### config.mk
export PLATFORM = sky130hd
export DESIGN_NAME = dense_layer_engine
export DESIGN_NICKNAME = d
export VERILOG_FILES = /design/src/rtl/dense_layer_engine.sv
export SDC_FILE = /design/constraint.sdc
export NUM_CORES = 2
export LEC_CHECK = 0
export CAP_MARGIN = 10
export CORE_UTILIZATION = 55
export CTS_BUF_LIST = sky130_fd_sc_hd__clkbuf_2
export DETAILED_ROUTE_END_ITERATION = 10
export PLACE_DENSITY_LB_ADDON = 0.25
export SLEW_MARGIN = 20
export SYNTH_ARGS = -nofsm -noshare
export SYNTH_HDL_FRONTEND = slang
export SYNTH_SLANG_ARGS = --single-unit
### constraint.sdc
create_clock -name clk -period 22.4 [get_ports clk]
set_clock_uncertainty 0.05 [all_clocks]
set_input_delay 6.72 -clock clk [delete_from_list [all_inputs] [get_ports clk]]
set_output_delay 6.72 -clock clk [all_outputs]
set_load 0.02 [all_outputs]
### src/rtl/dense_layer_engine.sv
// Dense-layer engine: per neuron, bias + MAC over the input vector, scale by 1/256,
// then tanh/sigmoid (linearly interpolated LUT), relu or linear activation.
module dense_layer_engine #(
  parameter int FIXED  = 32,
  parameter int ADDR_W = 16,
  parameter int VEC_AW = 7,
  parameter int LUT_AW = 10
) (
  input  logic              clk,
  input  logic              rst,
  input  logic              start,
  input  logic [7:0]        nb_inputs,
  input  logic [7:0]        nb_neurons,
  input  logic [1:0]        act_sel,
  input  logic [ADDR_W-1:0] w_base,
  input  logic [ADDR_W-1:0] b_base,
  output logic [ADDR_W-1:0] m_addr,
  input  logic [FIXED-1:0]  m_data,
  output logic [VEC_AW-1:0] x_addr,
  input  logic [FIXED-1:0]  x_data,
  output logic [LUT_AW-1:0] lut_addr,
  input  logic [FIXED-1:0]  lut_data,
  output logic              y_we,
  output logic [VEC_AW-1:0] y_addr,
  output logic [FIXED-1:0]  y_data,
  output logic              busy,
  output logic              valid
);

  localparam int FRAC = 16;
  localparam logic [FIXED-1:0] ONE  = FIXED'(1) << FRAC;
  localparam logic [FIXED-1:0] HALF = FIXED'(1) << (FRAC - 1);

  typedef enum logic [3:0] {IDLE, BIAS, MAC, DRAIN, SCALE, LUT0, LUT1, ACT, DONE} state_t;

  state_t state_q, state_d;

  logic [7:0]        m_q, nn_q, n_q, i_q;
  logic [1:0]        act_q;
  logic [ADDR_W-1:0] w_base_q, b_base_q, w_ptr_q;
  logic [FIXED-1:0]  acc_q, s_q, t_q, l0_q;

  logic [2*FIXED-1:0] prod_w;
  logic [FIXED-1:0]   prod_mid_w, s_w;
  logic [FIXED-1:0]   u_w, mag_w, tv_w, y_w;
  logic [LUT_AW-1:0]  idx0_w, idx1_w;
  logic [7:0]         f_w;
  logic [FIXED+9:0]   mix_w;
  logic               clamp_w;
  logic               unused_bits;

  assign prod_w     = $signed(m_data) * $signed(x_data);
  assign prod_mid_w = prod_w[FIXED+FRAC-1:FRAC];
  assign s_w        = $unsigned($signed(acc_q) >>> 8);
  assign unused_bits = ^{prod_w[2*FIXED-1:FIXED+FRAC], prod_w[FRAC-1:0],
                         mix_w[FIXED+9:FIXED+8], mix_w[7:0]};

  // State register
  always_ff @(posedge clk) begin
    if (rst) state_q <= IDLE;
    else     state_q <= state_d;
  end

  // Next-state logic
  always_comb begin
    state_d = state_q;
    case (state_q)
      IDLE:    if (start) state_d = (nb_neurons == 8'd0) ? DONE : BIAS;
      BIAS:    state_d = (m_q == 8'd0) ? DRAIN : MAC;
      MAC:     if (i_q == m_q - 8'd1) state_d = DRAIN;
      DRAIN:   state_d = SCALE;
      SCALE:   state_d = LUT0;
      LUT0:    state_d = LUT1;
      LUT1:    state_d = ACT;
      ACT:     state_d = (n_q == nn_q - 8'd1) ? DONE : BIAS;
      DONE:    state_d = IDLE;
      default: state_d = IDLE;
    endcase
  end

  // Datapath registers; read data always refers to the address issued one cycle earlier
  always_ff @(posedge clk) begin
    if (rst) begin
      m_q <= '0; nn_q <= '0; n_q <= '0; i_q <= '0; act_q <= '0;
      w_base_q <= '0; b_base_q <= '0; w_ptr_q <= '0;
      acc_q <= '0; s_q <= '0; t_q <= '0; l0_q <= '0;
    end else begin
      case (state_q)
        IDLE: if (start) begin
          m_q      <= nb_inputs;
          nn_q     <= nb_neurons;
          act_q    <= act_sel;
          w_base_q <= w_base;
          b_base_q <= b_base;
          n_q      <= '0;
        end
        BIAS: begin
          i_q     <= '0;
          w_ptr_q <= w_base_q + {{(ADDR_W-8){1'b0}}, n_q};
        end
        MAC: begin
          i_q     <= i_q + 8'd1;
          w_ptr_q <= w_ptr_q + {{(ADDR_W-8){1'b0}}, nn_q};
          acc_q   <= (i_q == 8'd0) ? m_data : acc_q + prod_mid_w;
        end
        DRAIN: acc_q <= (m_q == 8'd0) ? m_data : acc_q + prod_mid_w;
        SCALE: begin
          s_q <= s_w;
          t_q <= (act_q == 2'd1) ? $unsigned($signed(s_w) >>> 1) : s_w;
        end
        LUT1: l0_q <= lut_data;
        ACT:  n_q <= n_q + 8'd1;
        default: ;
      endcase
    end
  end

  // Activation: interpolate between L0 and L1 with the 8 fractional index bits
  always_comb begin
    u_w     = t_q[FIXED-1] ? -t_q : t_q;
    f_w     = u_w[7:0];
    idx0_w  = u_w[LUT_AW+7:8];
    idx1_w  = (&idx0_w) ? idx0_w : idx0_w + LUT_AW'(1);
    clamp_w = |u_w[FIXED-1:LUT_AW+8];
    mix_w   = {10'd0, l0_q} * {{(FIXED+1){1'b0}}, 9'd256 - {1'b0, f_w}}
            + {10'd0, lut_data} * {{(FIXED+2){1'b0}}, f_w};
    mag_w   = clamp_w ? ONE : mix_w[FIXED+7:8];
    tv_w    = t_q[FIXED-1] ? -mag_w : mag_w;
    case (act_q)
      2'd0:    y_w = tv_w;
      2'd1:    y_w = $unsigned($signed(tv_w) >>> 1) + HALF;
      2'd2:    y_w = s_q[FIXED-1] ? '0 : s_q;
      default: y_w = s_q;
    endcase
  end

  // Output logic
  always_comb begin
    m_addr   = '0;
    x_addr   = '0;
    lut_addr = '0;
    y_we     = 1'b0;
    y_addr   = '0;
    y_data   = '0;
    busy     = (state_q != IDLE) && (state_q != DONE);
    valid    = (state_q == DONE);
    case (state_q)
      BIAS: m_addr = b_base_q + {{(ADDR_W-8){1'b0}}, n_q};
      MAC: begin
        m_addr = w_ptr_q;
        x_addr = i_q[VEC_AW-1:0];
      end
      LUT0: lut_addr = idx0_w;
      LUT1: lut_addr = idx1_w;
      ACT: begin
        y_we   = 1'b1;
        y_addr = n_q[VEC_AW-1:0];
        y_data = y_w;
      end
      default: ;
    endcase
  end

endmodule
* Yosys cells after proc, flatten, opt, wreduce, memory -nomap -nowiden
Index checks and enable logic that the tools add are counted.
** Word-level totals
- Flip-flop bits (word level) :: 198
- Word-level logic and storage cells :: 86
** Cells by class
- Reduce and logical (&&, ||, !) cells :: 15
- Add/subtract/negate cells :: 14
- Mux-type cells :: 26
- $mul :: 3
- Eq/ne operators :: 15
** Operators with widths (number)
- $mux W32 :: 6
- $pmux W32 S3 :: 1
- $neg A32 Y32 :: 2
- $pmux W16 S2 :: 2
- $pmux W32 S2 :: 1
- $add A16 B8 Y16 :: 3
- $mul A32 B32 Y48 :: 1
- $add A40 B40 Y40 :: 1
- $mul A32 B8 Y40 :: 1
- $mul A32 B9 Y40 :: 1
- $add A31 B17 Y32 const B :: 1
- $add A32 B32 Y32 :: 1
- $pmux W4 S8 :: 1
- $pmux W8 S2 :: 2
- $mux W31 :: 1
- $logic_not A8 Y1 :: 3
- $mux W23 :: 1
- $pmux W10 S2 :: 1
- $add A8 B1 Y8 const B :: 2
- $eq A4 B3 Y1 const B :: 4
- $eq A8 B8 Y1 :: 2
- $mux W4 :: 4
- $sub A8 B1 Y8 const B :: 2
- $mux W7 :: 2
- 20 further kinds :: 27

* Depth between registers and ports, before layout
- Depth after elaboration :: 11
- Gate-level depth with buffers :: 46
- Gate-level depth less buffers :: 45

* Least setup slack after synthesis
No wires, ideal clock.
- Path type :: in2out
- Start :: in lut_data[2]
- End :: out y_data[29]
- Setup slack :: 0.916 ns
- Stages :: 32
- Data arrival time :: 14.714 ns
- Required time :: 15.630 ns
- Buffers on the path :: 2
- Path through :: clkbuf_1 > nand2_1 > fa_1 > fa_1 > fa_1 > inv_1 > fa_1 > inv_1 > fa_1 > fa_1 > inv_1 > ha_1 > a2111oi_4 > o21ai_2 > a21oi_1 > inv_1 > a21oi_1 > xnor2_1 > nand2_1 > ha_1 > clkbuf_1 > nor4b_1 > o21ai_1 > nor4b_2 > nand2_1 > or4_4 > o41ai_1 > xor2_1 > nor3_1 > nand2_1 > and3_1 > nor4_1
** Between the ends
- Word-level cells in the longest chain between the ends :: 8
** Ends and longest elaborated chain
- start, declared :: line 22 : input logic [FIXED-1:0] lut_data,
- $mul A32 B8 Y40 (*) :: line 126 : + {10'd0, lut_data} * {{(FIXED+2){1'b0}}, f_w};
- $add A40 B40 Y40 (*) :: line 126
- $mux W32 (*) :: line 127 : mag_w = clamp_w ? ONE : mix_w[FIXED+7:8];
- $neg A32 Y32 :: line 128 : tv_w = t_q[FIXED-1] ? -mag_w : mag_w;
- $mux W32 (*) :: line 128
- $add A31 B17 Y32 :: line 131 : 2'd1: y_w = $unsigned($signed(tv_w) >>> 1) + HALF;
- $pmux W32 S3 (*) :: line 129 : case (act_q)
- $mux W32 (*) :: line 147 : case (state_q)
- end, declared :: line 25 : output logic [FIXED-1:0] y_data,
Mark *: on every way between the ends. The rest lies on a longest branch, timed or not.

* Worst setup path in the final report
- Start :: in lut_data[8]
- End :: out y_data[22]
The elaborated chain is that of the path after synthesis.

==> run summary <==
Synthesized Nets -> 8,926
Placer Congestion -> 0.9187
CTS tree -> built
sequential area share after synthesis -> 6.649%
nets@finish -> 8,963
fin util -> 59.58%
clk sinks -> 197
drt pass-1 iters -> 6
max frequency -> 45.48 MHz
post-synthesis cell area -> 0.05931 mm²
Synth Warn # -> 0
IO Pins -> 224
worst slew pin tran -> 1.121 ns
RSZ-0062 raised after global routing -> no
Die Height -> 330.4 µm
Hold Path Depth -> 2
Hold Crit Start -> acc_q[9]
worst hold path class -> reg2reg
core area -> 0.1071 mm²
Post-Synth Adder-Cell Area -> 50.63%
vias -> 47,782
via/cell ratio -> 5.543
Synth Area in XOR/XNOR -> 3.466%
first-pass GRT wire length -> 267,900 µm
Layout area overhead -> 7.538%
r2r setup slk -> 18.10 ns
Hold EP -> s_q[1]
starting density of the core -> 55.40%
Die W -> 330.4 µm
drt wl/cell -> 19.05 µm
Final Hold Fails -> 0
critical path capture point type -> output pin
Worst R2R Start -> acc_q[0]
GRT Residual Overflow -> 0
number of global-route vias before repair -> 50,569
largest family of logic cells by synthesized area -> adder cells
Worst slew margin -> 25.16%
Finished Layout Cells -> 8,621
overall routing resource usage -> 31.40%
antenna-violating nets left -> 0
Synth Area in Simple Gates -> 18.91%
Post-synth EDFFs -> 0
Synth async-reset ratio -> 0%
Avg Inst Size Synth -> 8.286 µm²
dpl hpwl -> 127,000 µm
Max Buffers Root-to-Sink -> 2
Routed WL -> 164,200 µm
post-synthesis compound-gate area fraction -> 7.421%
synth top area cells -> fa_1, inv_1, nand2_1
critical path class -> in2out
worst-path maximum fanout -> 6
DR DRC count -> 0
area of the die -> 0.1092 mm²
synth unique cells -> 96
hold buffers post-CTS -> 0
Root Buffer -> clkbuf_2
WP data required -> 15.63 ns
# port buffers -> 223
number of violations of the max-capacitance limit -> 0
Mapped Cells -> 7,158
clock-pin slew on the worst setup and hold paths -> 0.47 ns
final setup fails -> 0
post-CTS setup buffer count -> 0
fin crit period -> 21.99 ns
post-synthesis register bit count -> 197
H-tree levels -> 4
Cells after DPL -> 8,579
CP dominant cell by count -> fa_1
Main synth FF type -> dfxtp_1
crit path launch type -> input port
share of layout cells above drive strength 1 -> 4.426%
outcome -> finished, final reports clean
worst reg2reg path depth -> 17
top-area cell type share of the netlist area -> 43.95%
initial antenna violation count -> 7
violation count after the first detailed-route iteration -> 3,355
Slowest-stage cell, CP -> clkdlybuf4s50_1
largest net degree at the start of global routing -> 107
Arrival @ worst endpoint -> 15.22 ns
post-synth top area cell -> fa_1
fin crit share -> 98.15%
post-synthesis mux area share -> 0.3228%
worst skew pair latency -> 1.15 ns
r2r endpoint -> acc_q[28]
total CTS buffers -> 17
site row count -> 120
CP peak stage delay -> 0.63 ns
Slew Viols, Final -> 0
-- worst max-delay path: cells and delay by family --
family / cells / cell delay (ns)
xor gates and xnor gates: 1 / 0.16
muxes: 1 / 0.15
buffers and inverters: 7 / 1.70
and+or+nand+nor: 7 / 1.56
AOI/OAI and AO/OA: 6 / 1.58
adders and majority gates: 7 / 3.35
-- layout by cell type, fill, tap and decap left out, types with 65 or more instances in the layout --
cell                n
inv_1            1571
nand2_1          1378
fa_1             1302
and2_1            383
ha_1              317
a21oi_1           239
nor2_1            219
clkdlybuf4s50_1   204
buf_4             204
dfxtp_1           195
xnor2_1           135
o21ai_0           112
nor2b_1           106
xor2_1             84
nor3_1             81
nand3_1            65
-- cell type report --
cell class	instances	area (µm²)
multi-input cells	4979	48080
fillers	9518	43270
inverters	1574	5908
flip-flops and latches	197	3946
repair buffers	426	3752
well taps	1403	1755
clock inverters	15	231.5
clock buffers	17	85.08
diodes	10	25.02
-- worst max path at each step --
stage / end / depth (start not counted) / from
after floorplan: y_data[29] / 32 / lut_data[2]
after global placement: y_data[26] / 27 / lut_data[7]
after CTS: y_data[30] / 27 / lut_data[6]
after global routing: y_data[22] / 31 / lut_data[2]
after detailed placement: y_data[26] / 27 / lut_data[6]
final: y_data[22] / 29 / lut_data[8]
-- synth_stat cells (23+ instances only) --
master and count:
nor4_1 23, a311oi_1 26, nand3_1 66, clkbuf_1 379
dfxtp_1 197, a211oi_1 23, nor3_1 83, and2_1 383
xor2_1 85, a21o_1 37, a221oi_1 32, and3_1 36
a31oi_1 23, nand2_1 1379, fa_1 1302, nor2b_1 106
xnor2_1 146, nor2_1 223, ha_1 317, o21a_1 30
inv_1 1571, nand2b_1 50, o21ai_0 114, a21oi_1 239
-- per-stage QoR --
stage | hold slack (ns) | area, µm² | setup TNS, ns | setup slack (ns)
3_5_place_dp | 0.3969 | 63390 | -0.1113 | -0.08560
6_report | 0.3968 | 63780 | 0 | 0.4139
2_1_floorplan | 0.3828 | 59310 | 0 | 0.9165
3_3_place_gp | 0.3896 | 63390 | 0 | 0.01132
5_1_grt | 0.4384 | 63770 | 0 | 0.01984
4_1_cts | 0.4185 | 63700 | 0 | 0.001135
-- metal layers --
metal	global-route usage (%)	up-vias	wire length [µm]
met3	3.695	493	10810
li1	-	21389	-
met4	15.52	2	9123
met5	0	-	12
met2	52.93	1793	79920
met1	40.15	24105	64350
-- flip-flops by register name (all words and copies together), names as in the netlist, 4 cells and up --
signal / count
acc_q: 32
l0_q: 32
s_q: 24
t_q: 23
b_base_q: 16
w_base_q: 16
w_ptr_q: 16
i_q: 8
m_q: 8
n_q: 8
nn_q: 8
state_q: 4
-- cell families (layout without fill, tap and decap cells) --
logic type | Yosys count | after routing
compound gates | 672 | 672
xor+xnor | 233 | 233
fa+ha+maj | 1619 | 1619
buf+inv | 1982 | 2032
flops | 197 | 197
mux | 18 | 18
other cells | 0 | 10
simple gates | 2437 | 2437
-- repair_timing --
item                                    CTS  global route
endpoints found under the setup margin    4            12
resized for setup                         4            26
pin swaps                                 0             1
cloned                                    0             0
Power is left out: the tool's default activity adds up to more than one toggle a clock period on the data nets, which glitch-free logic cannot reach.
